<file path="src/rtl/ppu_mem_arbiter_pkg.sv">
// ppu_mem_arbiter_pkg
// Shared constants and types for the PPU external-RAM arbiter: word widths,
// sequencer state encodings and a helper for nibbles per word.
package ppu_mem_arbiter_pkg;

  localparam int PPU_MEM_ADDR_BITS = 16;
  localparam int PPU_MEM_DATA_BITS = 16;

  typedef enum logic [1:0] {
    PPU_MEM_STATE_IDLE = 2'd0,
    PPU_MEM_STATE_ADDR = 2'd1,
    PPU_MEM_STATE_WAIT = 2'd2,
    PPU_MEM_STATE_DATA = 2'd3
  } ppu_mem_state_t;

  // Number of pin-width beats needed to move one 16-bit word.
  function automatic int nibbles_per_word(input int pins);
    return PPU_MEM_ADDR_BITS / pins;
  endfunction

endpackage

</file>
<file path="src/rtl/ppu_mem_arbiter_if.sv">
// ppu_mem_arbiter_if
// Bundle between the fetch requesters / RAM pins and the arbiter.
//   enable      : allow new grants
//   req_valid   : per-requester request
//   req_addr    : packed word addresses, requester i at [16i+15:16i]
//   req_ready   : one-hot grant
//   resp_valid  : one-hot response pulse
//   resp_data   : read word
//   addr_pins   : address nibble stream to RAM
//   data_pins   : data nibble stream from RAM
//   busy        : transaction in flight
// master = requester/pin side, slave = arbiter.
interface ppu_mem_arbiter_if #(
  parameter int NUM_REQ  = 3,
  parameter int RAM_PINS = 4
);
  import ppu_mem_arbiter_pkg::*;

  logic                                   enable;
  logic [NUM_REQ-1:0]                     req_valid;
  logic [PPU_MEM_ADDR_BITS*NUM_REQ-1:0]   req_addr;
  logic [NUM_REQ-1:0]                     req_ready;
  logic [NUM_REQ-1:0]                     resp_valid;
  logic [PPU_MEM_DATA_BITS-1:0]           resp_data;
  logic [RAM_PINS-1:0]                    addr_pins;
  logic [RAM_PINS-1:0]                    data_pins;
  logic                                   busy;

  modport master (
    output enable, req_valid, req_addr, data_pins,
    input  req_ready, resp_valid, resp_data, addr_pins, busy
  );

  modport slave (
    input  enable, req_valid, req_addr, data_pins,
    output req_ready, resp_valid, resp_data, addr_pins, busy
  );

endinterface

</file>
<file path="src/rtl/ppu_mem_arbiter_rr_arbiter.sv">
// rr_arbiter
// Combinational round-robin pick: searches last+1, last+2, ... modulo
// NUM_REQ and returns the first active request.
//   i_req       : request vector
//   i_last      : index of the previously granted requester
//   o_grant     : one-hot winner (zero if no request)
//   o_grant_idx : encoded winner
module rr_arbiter #(
  parameter int NUM_REQ = 3,
  parameter int IDX_W   = $clog2(NUM_REQ)
) (
  input  logic [NUM_REQ-1:0] i_req,
  input  logic [IDX_W-1:0]   i_last,
  output logic [NUM_REQ-1:0] o_grant,
  output logic [IDX_W-1:0]   o_grant_idx
);

  logic w_found;
  int   w_idx;

  always_comb begin
    o_grant     = '0;
    o_grant_idx = '0;
    w_found     = 1'b0;
    w_idx       = 0;
    for (int k = 1; k <= NUM_REQ; k++) begin
      w_idx = (int'(i_last) + k) % NUM_REQ;
      // Inner constant-index loop keeps the selects statically sized.
      for (int j = 0; j < NUM_REQ; j++) begin
        if (!w_found && (j == w_idx) && i_req[j]) begin
          w_found     = 1'b1;
          o_grant[j]  = 1'b1;
          o_grant_idx = IDX_W'(j);
        end
      end
    end
  end

endmodule

</file>
<file path="src/rtl/ppu_mem_arbiter.sv">
// ppu_mem_arbiter
// Shares the nibble-serial external RAM port among NUM_REQ fetch units.
// One round-robin grant per transaction: address shifted out MSB-first,
// fixed LATENCY turnaround, then the read word is assembled from data_pins
// and returned with a one-cycle resp_valid pulse.
//   i_clk   : clock
//   i_reset : synchronous active-high reset
//   bus     : requester / RAM pin bundle (slave side)
//
// state | meaning
// IDLE  | waiting for a request; req_ready asserted combinationally
// ADDR  | driving address nibbles, cnt = nibble position
// WAIT  | turnaround, addr_pins = 0, cnt counts LATENCY cycles
// DATA  | sampling data nibbles, cnt = nibble position
module ppu_mem_arbiter
  import ppu_mem_arbiter_pkg::*;
#(
  parameter int RAM_PINS = 4,
  parameter int NUM_REQ  = 3,
  parameter int LATENCY  = 2
) (
  input  logic             i_clk,
  input  logic             i_reset,
  ppu_mem_arbiter_if.slave bus
);

  localparam int N     = nibbles_per_word(RAM_PINS);
  localparam int AW    = PPU_MEM_ADDR_BITS;
  localparam int DW    = PPU_MEM_DATA_BITS;
  localparam int IDX_W = $clog2(NUM_REQ);
  localparam int CNT_W = 8;

  ppu_mem_state_t      r_state;
  logic [CNT_W-1:0]    r_cnt;
  logic [IDX_W-1:0]    r_last;
  logic [IDX_W-1:0]    r_sel;
  logic [AW-1:0]       r_addr_sh;
  logic [DW-1:0]       r_data_sh;
  logic [RAM_PINS-1:0] r_addr_pins;
  logic [NUM_REQ-1:0]  r_resp_valid;
  logic [DW-1:0]       r_resp_data;
  logic                r_busy;

  logic [NUM_REQ-1:0]  w_grant;
  logic [IDX_W-1:0]    w_grant_idx;
  logic [AW-1:0]       w_grant_addr;
  logic [DW-1:0]       w_data_next;
  logic                w_start;

  rr_arbiter #(
    .NUM_REQ (NUM_REQ),
    .IDX_W   (IDX_W)
  ) u_rr (
    .i_req       (bus.req_valid),
    .i_last      (r_last),
    .o_grant     (w_grant),
    .o_grant_idx (w_grant_idx)
  );

  assign w_start       = (r_state == PPU_MEM_STATE_IDLE) && bus.enable && (|bus.req_valid);
  assign bus.req_ready = ((r_state == PPU_MEM_STATE_IDLE) && bus.enable) ? w_grant : '0;

  always_comb begin
    w_grant_addr = '0;
    for (int j = 0; j < NUM_REQ; j++) begin
      if (w_grant_idx == IDX_W'(j)) w_grant_addr = bus.req_addr[j*AW +: AW];
    end
  end

  // Every transaction shifts in exactly N nibbles, so stale bits from the
  // previous word are always pushed out before the result is taken.
  assign w_data_next = (r_data_sh << RAM_PINS) | DW'(bus.data_pins);

  always_ff @(posedge i_clk) begin
    if (i_reset) begin
      r_state      <= PPU_MEM_STATE_IDLE;
      r_cnt        <= '0;
      r_last       <= IDX_W'(NUM_REQ - 1);
      r_sel        <= '0;
      r_addr_sh    <= '0;
      r_data_sh    <= '0;
      r_addr_pins  <= '0;
      r_resp_valid <= '0;
      r_resp_data  <= '0;
      r_busy       <= 1'b0;
    end else begin
      r_resp_valid <= '0;
      case (r_state)
        PPU_MEM_STATE_IDLE: begin
          if (w_start) begin
            r_last      <= w_grant_idx;
            r_sel       <= w_grant_idx;
            // First nibble goes out on the cycle right after the grant.
            r_addr_pins <= w_grant_addr[AW-1 -: RAM_PINS];
            r_addr_sh   <= w_grant_addr << RAM_PINS;
            r_cnt       <= '0;
            r_busy      <= 1'b1;
            r_state     <= PPU_MEM_STATE_ADDR;
          end
        end
        PPU_MEM_STATE_ADDR: begin
          if (r_cnt == CNT_W'(N - 1)) begin
            r_addr_pins <= '0;
            r_cnt       <= '0;
            r_state     <= (LATENCY == 0) ? PPU_MEM_STATE_DATA : PPU_MEM_STATE_WAIT;
          end else begin
            r_addr_pins <= r_addr_sh[AW-1 -: RAM_PINS];
            r_addr_sh   <= r_addr_sh << RAM_PINS;
            r_cnt       <= r_cnt + CNT_W'(1);
          end
        end
        PPU_MEM_STATE_WAIT: begin
          if (r_cnt == CNT_W'(LATENCY - 1)) begin
            r_cnt   <= '0;
            r_state <= PPU_MEM_STATE_DATA;
          end else begin
            r_cnt <= r_cnt + CNT_W'(1);
          end
        end
        PPU_MEM_STATE_DATA: begin
          r_data_sh <= w_data_next;
          if (r_cnt == CNT_W'(N - 1)) begin
            r_resp_data  <= w_data_next;
            r_resp_valid <= NUM_REQ'(1) << r_sel;
            r_busy       <= 1'b0;
            r_state      <= PPU_MEM_STATE_IDLE;
          end else begin
            r_cnt <= r_cnt + CNT_W'(1);
          end
        end
        default: r_state <= PPU_MEM_STATE_IDLE;
      endcase
    end
  end

  assign bus.addr_pins  = r_addr_pins;
  assign bus.resp_valid = r_resp_valid;
  assign bus.resp_data  = r_resp_data;
  assign bus.busy       = r_busy;

endmodule

</file>
<file path="src/flat_wrapper.sv">
// flat-port wrapper written by rule: the top's interface ports become plain ports
module ppu_mem_arbiter_flat import ppu_mem_arbiter_pkg::*;
#(
  parameter int RAM_PINS = 4,
  parameter int NUM_REQ  = 3,
  parameter int LATENCY  = 2
)
  (i_clk, i_reset, bus_enable, bus_req_valid, bus_req_addr, bus_data_pins, bus_req_ready, bus_resp_valid, bus_resp_data, bus_addr_pins, bus_busy);
  ppu_mem_arbiter_if #(.NUM_REQ(NUM_REQ), .RAM_PINS(RAM_PINS)) bus_i ();
  input  logic i_clk;
  input  logic i_reset;
  input wire logic [$bits(bus_i.enable)-1:0] bus_enable;
  input wire logic [$bits(bus_i.req_valid)-1:0] bus_req_valid;
  input wire logic [$bits(bus_i.req_addr)-1:0] bus_req_addr;
  input wire logic [$bits(bus_i.data_pins)-1:0] bus_data_pins;
  output wire logic [$bits(bus_i.req_ready)-1:0] bus_req_ready;
  output wire logic [$bits(bus_i.resp_valid)-1:0] bus_resp_valid;
  output wire logic [$bits(bus_i.resp_data)-1:0] bus_resp_data;
  output wire logic [$bits(bus_i.addr_pins)-1:0] bus_addr_pins;
  output wire logic [$bits(bus_i.busy)-1:0] bus_busy;
  assign bus_i.enable = bus_enable;
  assign bus_i.req_valid = bus_req_valid;
  assign bus_i.req_addr = bus_req_addr;
  assign bus_i.data_pins = bus_data_pins;
  assign bus_req_ready = bus_i.req_ready;
  assign bus_resp_valid = bus_i.resp_valid;
  assign bus_resp_data = bus_i.resp_data;
  assign bus_addr_pins = bus_i.addr_pins;
  assign bus_busy = bus_i.busy;
  ppu_mem_arbiter #(.RAM_PINS(RAM_PINS), .NUM_REQ(NUM_REQ), .LATENCY(LATENCY)) u_core (.i_clk(i_clk), .i_reset(i_reset), .bus(bus_i));
endmodule
</file>
<file path="config.mk">
export PLATFORM = sky130hd
export DESIGN_NAME = ppu_mem_arbiter_flat
export DESIGN_NICKNAME = d
export VERILOG_FILES = /design/src/rtl/ppu_mem_arbiter_pkg.sv /design/src/rtl/ppu_mem_arbiter_if.sv /design/src/rtl/ppu_mem_arbiter_rr_arbiter.sv /design/src/rtl/ppu_mem_arbiter.sv /design/src/flat_wrapper.sv
export SDC_FILE = /design/constraint.sdc
export NUM_CORES = 1
export LEC_CHECK = 0
export ABC_CLOCK_PERIOD_IN_PS = 6100
export CORE_UTILIZATION = 25
export DETAILED_ROUTE_END_ITERATION = 8
export HOLD_SLACK_MARGIN = 0.03
export PLACE_DENSITY = 0.49
export SKIP_CTS_REPAIR_TIMING = 1
export SLEW_MARGIN = 20
export SYNTH_ARGS = -nofsm -noshare
export SYNTH_HDL_FRONTEND = slang
export SYNTH_SLANG_ARGS = --single-unit
</file>
<file path="constraint.sdc">
create_clock -name i_clk -period 6.1 [get_ports i_clk]
set_clock_uncertainty 0.05 [all_clocks]
set_input_delay 0.915 -clock i_clk [delete_from_list [all_inputs] [get_ports i_clk]]
set_output_delay 0.915 -clock i_clk [all_outputs]
set_load 0.02 [all_outputs]
</file>
==> impl_metrics.py, run 1 <==
metrics = {
    "status": {
        "outcome": "complete, no violations",
    },
    "grt": {
        "grt_pass1_vias": 2748,
        "grt_overflow": 0,
        "grt_pass1_wl_um": 13500,
        "grtUsageTotal_pct": 13.9,
        "grt_start_max_net_pins": 59,
        "antenna_found_initial": 0,
    },
    "critical_path": {
        "worstPathRequired_ns": 5.13,
        "critPathArrivalTime_ns": 3.29,
        "cp-start-kind": "input port",
        "criticalPathCategory": "input port to output pin",
        "r2r-end": "u_core.r_cnt[5]",
        "critPathMaxFanout": 16,
        "r2r_cells": 6,
        "end_kind": "output pin",
        "timing.reg2reg.setup_slack_ns": 3.00,
        "r2r-start": "u_core.r_state[1]",
    },
    "synth": {
        "synth_cell_types": 49,
        "yosys.area.top_type_share_pct": 41.3,
        "synthArstFlopShare_pct": 0,
        "ys_warn_count": 0,
        "synth_ff_type": "dfxtp_1",
        "synth_top_area_cell": "dfxtp_1",
        "synth.avg_cell_area_um2": 8.60,
        "yosys-top-cells-count": "dfxtp_1, nand2_1, a21oi_1, nor2_1, mux2i_1",
        "netlist_instances": 344,
        "synth_area_um2": 2960,
        "syn_nets": 411,
        "yosys_register_bits": 61,
        "ys_seq_area_share_pct": 41.3,
        "synth_edf_count": 0,
        "yosysMostFrequentCell": "dfxtp_1",
        "yosys-top-cells-area": "dfxtp_1, nand2_1, mux2i_1, a21oi_1, nor2_1",
    },
    "timing": {
        "setup_tns_ns": 0,
        "drv_slew": 0,
        "finalSetupViolations": 0,
        "rsz0062_at_grt": "false",
        "hold_ws_ns": 0.401,
        "slew_headroom_pct": 29.5,
        "finalHoldViolCount": 0,
        "layout_worst_path_cycle_share_pct": 69.8,
        "worst_pin_slew_ns": 1.06,
        "min_period_ns": 4.26,
        "max_freq_mhz": 235,
    },
    "die": {
        "start_util_pct": 25.8,
        "core_um2": 11500,
        "io_pins": 85,
        "fp.dieH_um": 111,
        "die_x_um": 111,
        "core.rowCount": 39,
        "die-area_um2": 12300,
    },
    "cts": {
        "cts_made_buffers": 9,
        "cts_tree": "done",
        "clockRootBuffer": "clkbuf_16",
        "cts.sinks": 61,
        "clock_path_buffers": 2,
        "cts_max_level": 3,
        "path_clk_slew_ns": 0.06,
        "clk_latency_ns": 0.34,
    },
    "pwr": {
        "irDropWorstVdd_mv": 0.150,
        "powerDensity_nw_per_um2": 356,
        "leakagePower_nw": 1.44,
        "power_w": 0.00150,
    },
    "worst_hold_path": {
        "hp-start": "u_core.bus.resp_data[1]",
        "hold_depth": 2,
        "hold_class": "flip-flop to flip-flop",
        "min_to": "u_core.bus.resp_data[1]",
    },
    "routing": {
        "wl_um": 8120,
        "dr.pass1.iters": 4,
        "via_per_inst": 4.83,
        "ant_nets": 0,
        "routed-via-count": 2737,
        "drc": 0,
        "wl_per_cell_um": 14.3,
        "drt_iter0_drc": 94,
    },
    "placed_design": {
        "port_buffers": 84,
        "gp_congestion": 0.771,
        "dpl.hpwl_um": 5950,
    },
    "cells_and_area": {
        "drive_gt1_share_pct": 6.84,
        "fill_cells": 1160,
        "area_growth_pct": 42.6,
        "nets": 486,
        "antenna_cells": 0,
    },
    "flow_run": {
        "cap_violations": 0,
    },
}
[flip-flops by register name, summed over array words and instances (netlist names)]
| register | count |
|---|---|
| u_core.r_last | 1 |
| u_core.r_state | 2 |
| u_core.bus.busy | 1 |
| u_core.bus.addr_pins | 4 |
| u_core.r_sel | 2 |
| u_core.bus.resp_valid | 3 |
| u_core.r_cnt | 8 |
| u_core.r_data_sh | 12 |
| u_core.bus.resp_data | 16 |
| u_core.r_addr_sh | 12 |
[metal layers]
| layer | part of all wire [%] | global-route usage (%) |
|---|---|---|
| met1 | 47 | 17.0 |
| met2 | 46 | 21.8 |
| met3 | 5.0 | 4.32 |
| met4 | 1.3 | 7.11 |
| met5 | 0 | 0 |
[layout by cell type (no fill, tap or decap), types with 7 or more instances in the layout]
cell / instances
o22ai_1: 7
nor3_1: 12
a31o_2: 8
o21ai_0: 9
nand2_1: 46
ha_1: 9
clkdlybuf4s50_1: 83
a21oi_1: 31
a22oi_1: 7
nor2_1: 31
a32oi_1: 9
inv_1: 11
clkbuf_16: 9
dfxtp_1: 61
mux2i_1: 17
[layout make-up]
class	instances	area, um2	share of cell area (%)
timing repair buffer	85	843	20.0
sequential	61	1220	29.0
clock buffer	11	243	5.75
multi-input combinational	251	1610	38.1
clock inverter	5	83.8	1.99
tap	143	179	4.24
inverter	11	41.3	0.979
[through the flow]
| step | cells | util (%) | worst slack (ns) | cell area [um2] |
|---|---|---|---|---|
| final | 567 | 36.8 | 1.84 | 4220 |
| after global routing | 567 | 36.8 | 1.67 | 4220 |
| after CTS | 567 | 36.8 | 1.88 | 4220 |
| after detailed placement | 551 | 33.9 | 1.89 | 3890 |
| after global placement | 551 | 33.9 | 1.92 | 3890 |
| after floorplan | 344 | - | 3.20 | 2960 |
[critical path, cell delays in order]
cell	delay (ns)
clkdlybuf4s50_1	0.67
o21bai_1	0.31
a221o_1	0.51
nor2_1	0.25
clkdlybuf4s50_1	0.64
[power by group]
| part | internal, W | total [W] | switching [W] |
|---|---|---|---|
| clock | 0.000369 | 0.000556 | 0.000187 |
| combinational | 0.000201 | 0.000462 | 0.000260 |
| sequential | 0.000448 | 0.000484 | 0.0000354 |
| total | 0.00102 | 0.00150 | 0.000482 |
[worst max path at each step]
stage,start,endpoint,slack [ns],depth (start not counted)
final,bus_req_valid[1],bus_req_ready[2],1.84,5
after global routing,bus_req_valid[1],bus_req_ready[1],1.67,4
after CTS,bus_req_valid[1],bus_req_ready[2],1.88,5
after detailed placement,bus_req_valid[1],bus_req_ready[2],1.89,5
after global placement,bus_req_valid[1],bus_req_ready[2],1.92,5
after floorplan,bus_req_valid[1],bus_req_ready[2],3.20,4
[cell families after synthesis]
kind of cell,synth area share [%]
XOR/XNOR,2.07
flip-flops,41.3
AO/OA/AOI/OAI,23.8
buffers and inverters,4.40
AND/OR/NAND/NOR,18.9
multiplexers,5.75
adder cells (fa/ha/maj),3.81
(Power assumes the default switching activity.)
==> run 2: changes to the inputs <==
ABC_CLOCK_PERIOD_IN_PS = 4400   (was 6100)
clock period = 4.4 ns   (was 6.1 ns; I/O delays follow)
==> run 2 against run 1 <==
Against the previous run: worst hold slack lost 0.0012 ns; total power rose by 41%; critical path depth is the same; cell count rose by 0.53%; clock-buffer cell count is 1 lower; flip-flop and latch count did not move; register-to-register slack worse by 1.2 ns; global-route usage barely moved; setup slack worse by 0.99 ns; die area stayed put.
==> impl_metrics.py, run 2 (same netlist as run 1, synthesis figures left out) <==
metrics = {
    "grt": {
        "grt_overflow": 0,
        "grt_pass1_wl_um": 13500,
        "grt_start_max_net_pins": 59,
        "grtUsageTotal_pct": 13.9,
        "antenna_found_initial": 0,
        "grt_pass1_vias": 2783,
    },
    "placed_design": {
        "port_buffers": 84,
        "placed_area_um2": 3910,
        "gp_congestion": 0.770,
        "dpl.hpwl_um": 6010,
    },
    "status": {
        "outcome": "complete, no violations",
    },
    "pwr": {
        "irDropWorstVdd_mv": 0.201,
        "powerDensity_nw_per_um2": 499,
        "power_w": 0.00212,
        "leakagePower_nw": 1.46,
    },
    "routing": {
        "via_per_inst": 4.98,
        "routed-via-count": 2838,
        "drt_iter0_drc": 98,
        "drc": 0,
        "ant_nets": 0,
        "dr.pass1.iters": 4,
        "wl_per_cell_um": 14.4,
        "wl_um": 8200,
    },
    "cells_and_area": {
        "largest_register_ffs": 16,
        "mostFrequentLayoutCells": "clkdlybuf4s50_1, dfxtp_1, nand2_1",
        "fin_util_pct": 37.1,
        "area_growth_pct": 43.8,
        "final_area_um2": 4250,
        "antenna_cells": 0,
        "nets": 489,
        "final_common_cell": "clkdlybuf4s50_1",
        "drive_gt1_share_pct": 7.49,
    },
    "cts": {
        "clock_path_buffers": 2,
        "cts_max_level": 3,
        "cts.sinks": 61,
        "cts_tree": "done",
        "cts_made_buffers": 9,
        "clk_latency_ns": 0.33,
        "clockRootBuffer": "clkbuf_16",
        "path_clk_slew_ns": 0.05,
    },
    "timing": {
        "min_period_ns": 3.55,
        "worst_pin_slew_ns": 1.08,
        "rsz0062_at_grt": "false",
        "setup_tns_ns": 0,
        "finalSetupViolations": 0,
        "slew_headroom_pct": 28.2,
        "layout_worst_path_cycle_share_pct": 80.6,
        "max_freq_mhz": 282,
        "finalHoldViolCount": 0,
        "drv_slew": 0,
        "hold_ws_ns": 0.400,
    },
    "critical_path": {
        "r2r-start": "u_core.r_sel[0]",
        "worstPathRequired_ns": 3.69,
        "critPathArrivalTime_ns": 2.84,
        "crit_end": "bus_req_ready[1]",
        "r2r-end": "u_core.bus.addr_pins[3]",
        "criticalPathCategory": "input port to output pin",
        "timing.reg2reg.setup_slack_ns": 1.77,
        "r2r_cells": 7,
        "end_kind": "output pin",
        "critPathMaxFanout": 9,
        "crit_start": "bus_req_valid[0]",
        "cp-start-kind": "input port",
    },
    "die": {
        "io_pins": 85,
        "fp.dieH_um": 111,
        "die-area_um2": 12300,
        "die_x_um": 111,
        "core_um2": 11500,
        "core.rowCount": 39,
        "start_util_pct": 25.8,
    },
    "worst_hold_path": {
        "hold_class": "flip-flop to flip-flop",
    },
    "flow_run": {
        "cap_violations": 0,
    },
}
[run 2: changes by cell type in the layout (fill, tap and decap cells not counted), sizes merged]
cell      before  now
clkinv         1    2
clkbuf        11   10
clkinvlp       2    1
bufinv         2    3
buf            2    5
[run 2: power breakdown]
part           internal [W]  total (W)  switching (W)
clock network      0.000552   0.000801       0.000249
registers          0.000622   0.000673      0.0000508
logic              0.000282   0.000649       0.000367
[run 2: cell type report]
type,count,area (um2)
fillers,1162,7210
multi-input cells,251,1610
flip-flops and latches,61,1220
repair buffers,88,866
clock buffers,10,229
well taps,143,179
clock inverters,6,111
inverters,11,41.3
[run 2: critical path, stage by stage]
cell and delay (ns):
clkdlybuf4s50_1 0.54, a21boi_1 0.38, nand2_1 0.30, a21oi_1 0.31, clkdlybuf4s50_1 0.65
[run 2: routing by layer]
layer / track usage (%) / routed length, um
met1: 16.5 / 3740
met2: 22.5 / 3880
met3: 3.94 / 414
met4: 7.47 / 167
met5: 0 / 0
[run 2: worst min path at each step]
stage,to,startpoint,cells after the start
2_1_floorplan,u_core.bus.resp_data[12],u_core.r_data_sh[8],2
3_3_place_gp,u_core.bus.resp_data[10],u_core.bus.resp_data[10],2
3_5_place_dp,u_core.bus.resp_data[3],u_core.bus.resp_data[3],2
4_1_cts,u_core.bus.resp_data[10],u_core.bus.resp_data[10],2
5_1_grt,u_core.bus.resp_data[0],u_core.bus.resp_data[0],2
6_report,u_core.bus.resp_data[1],u_core.bus.resp_data[1],2
[run 2: stage by stage]
step | std cells | setup WS, ns
6_report | 570 | 0.853
2_1_floorplan | 344 | 2.01
3_5_place_dp | 554 | 0.851
5_1_grt | 570 | 0.693
3_3_place_gp | 554 | 0.897
4_1_cts | 570 | 0.851
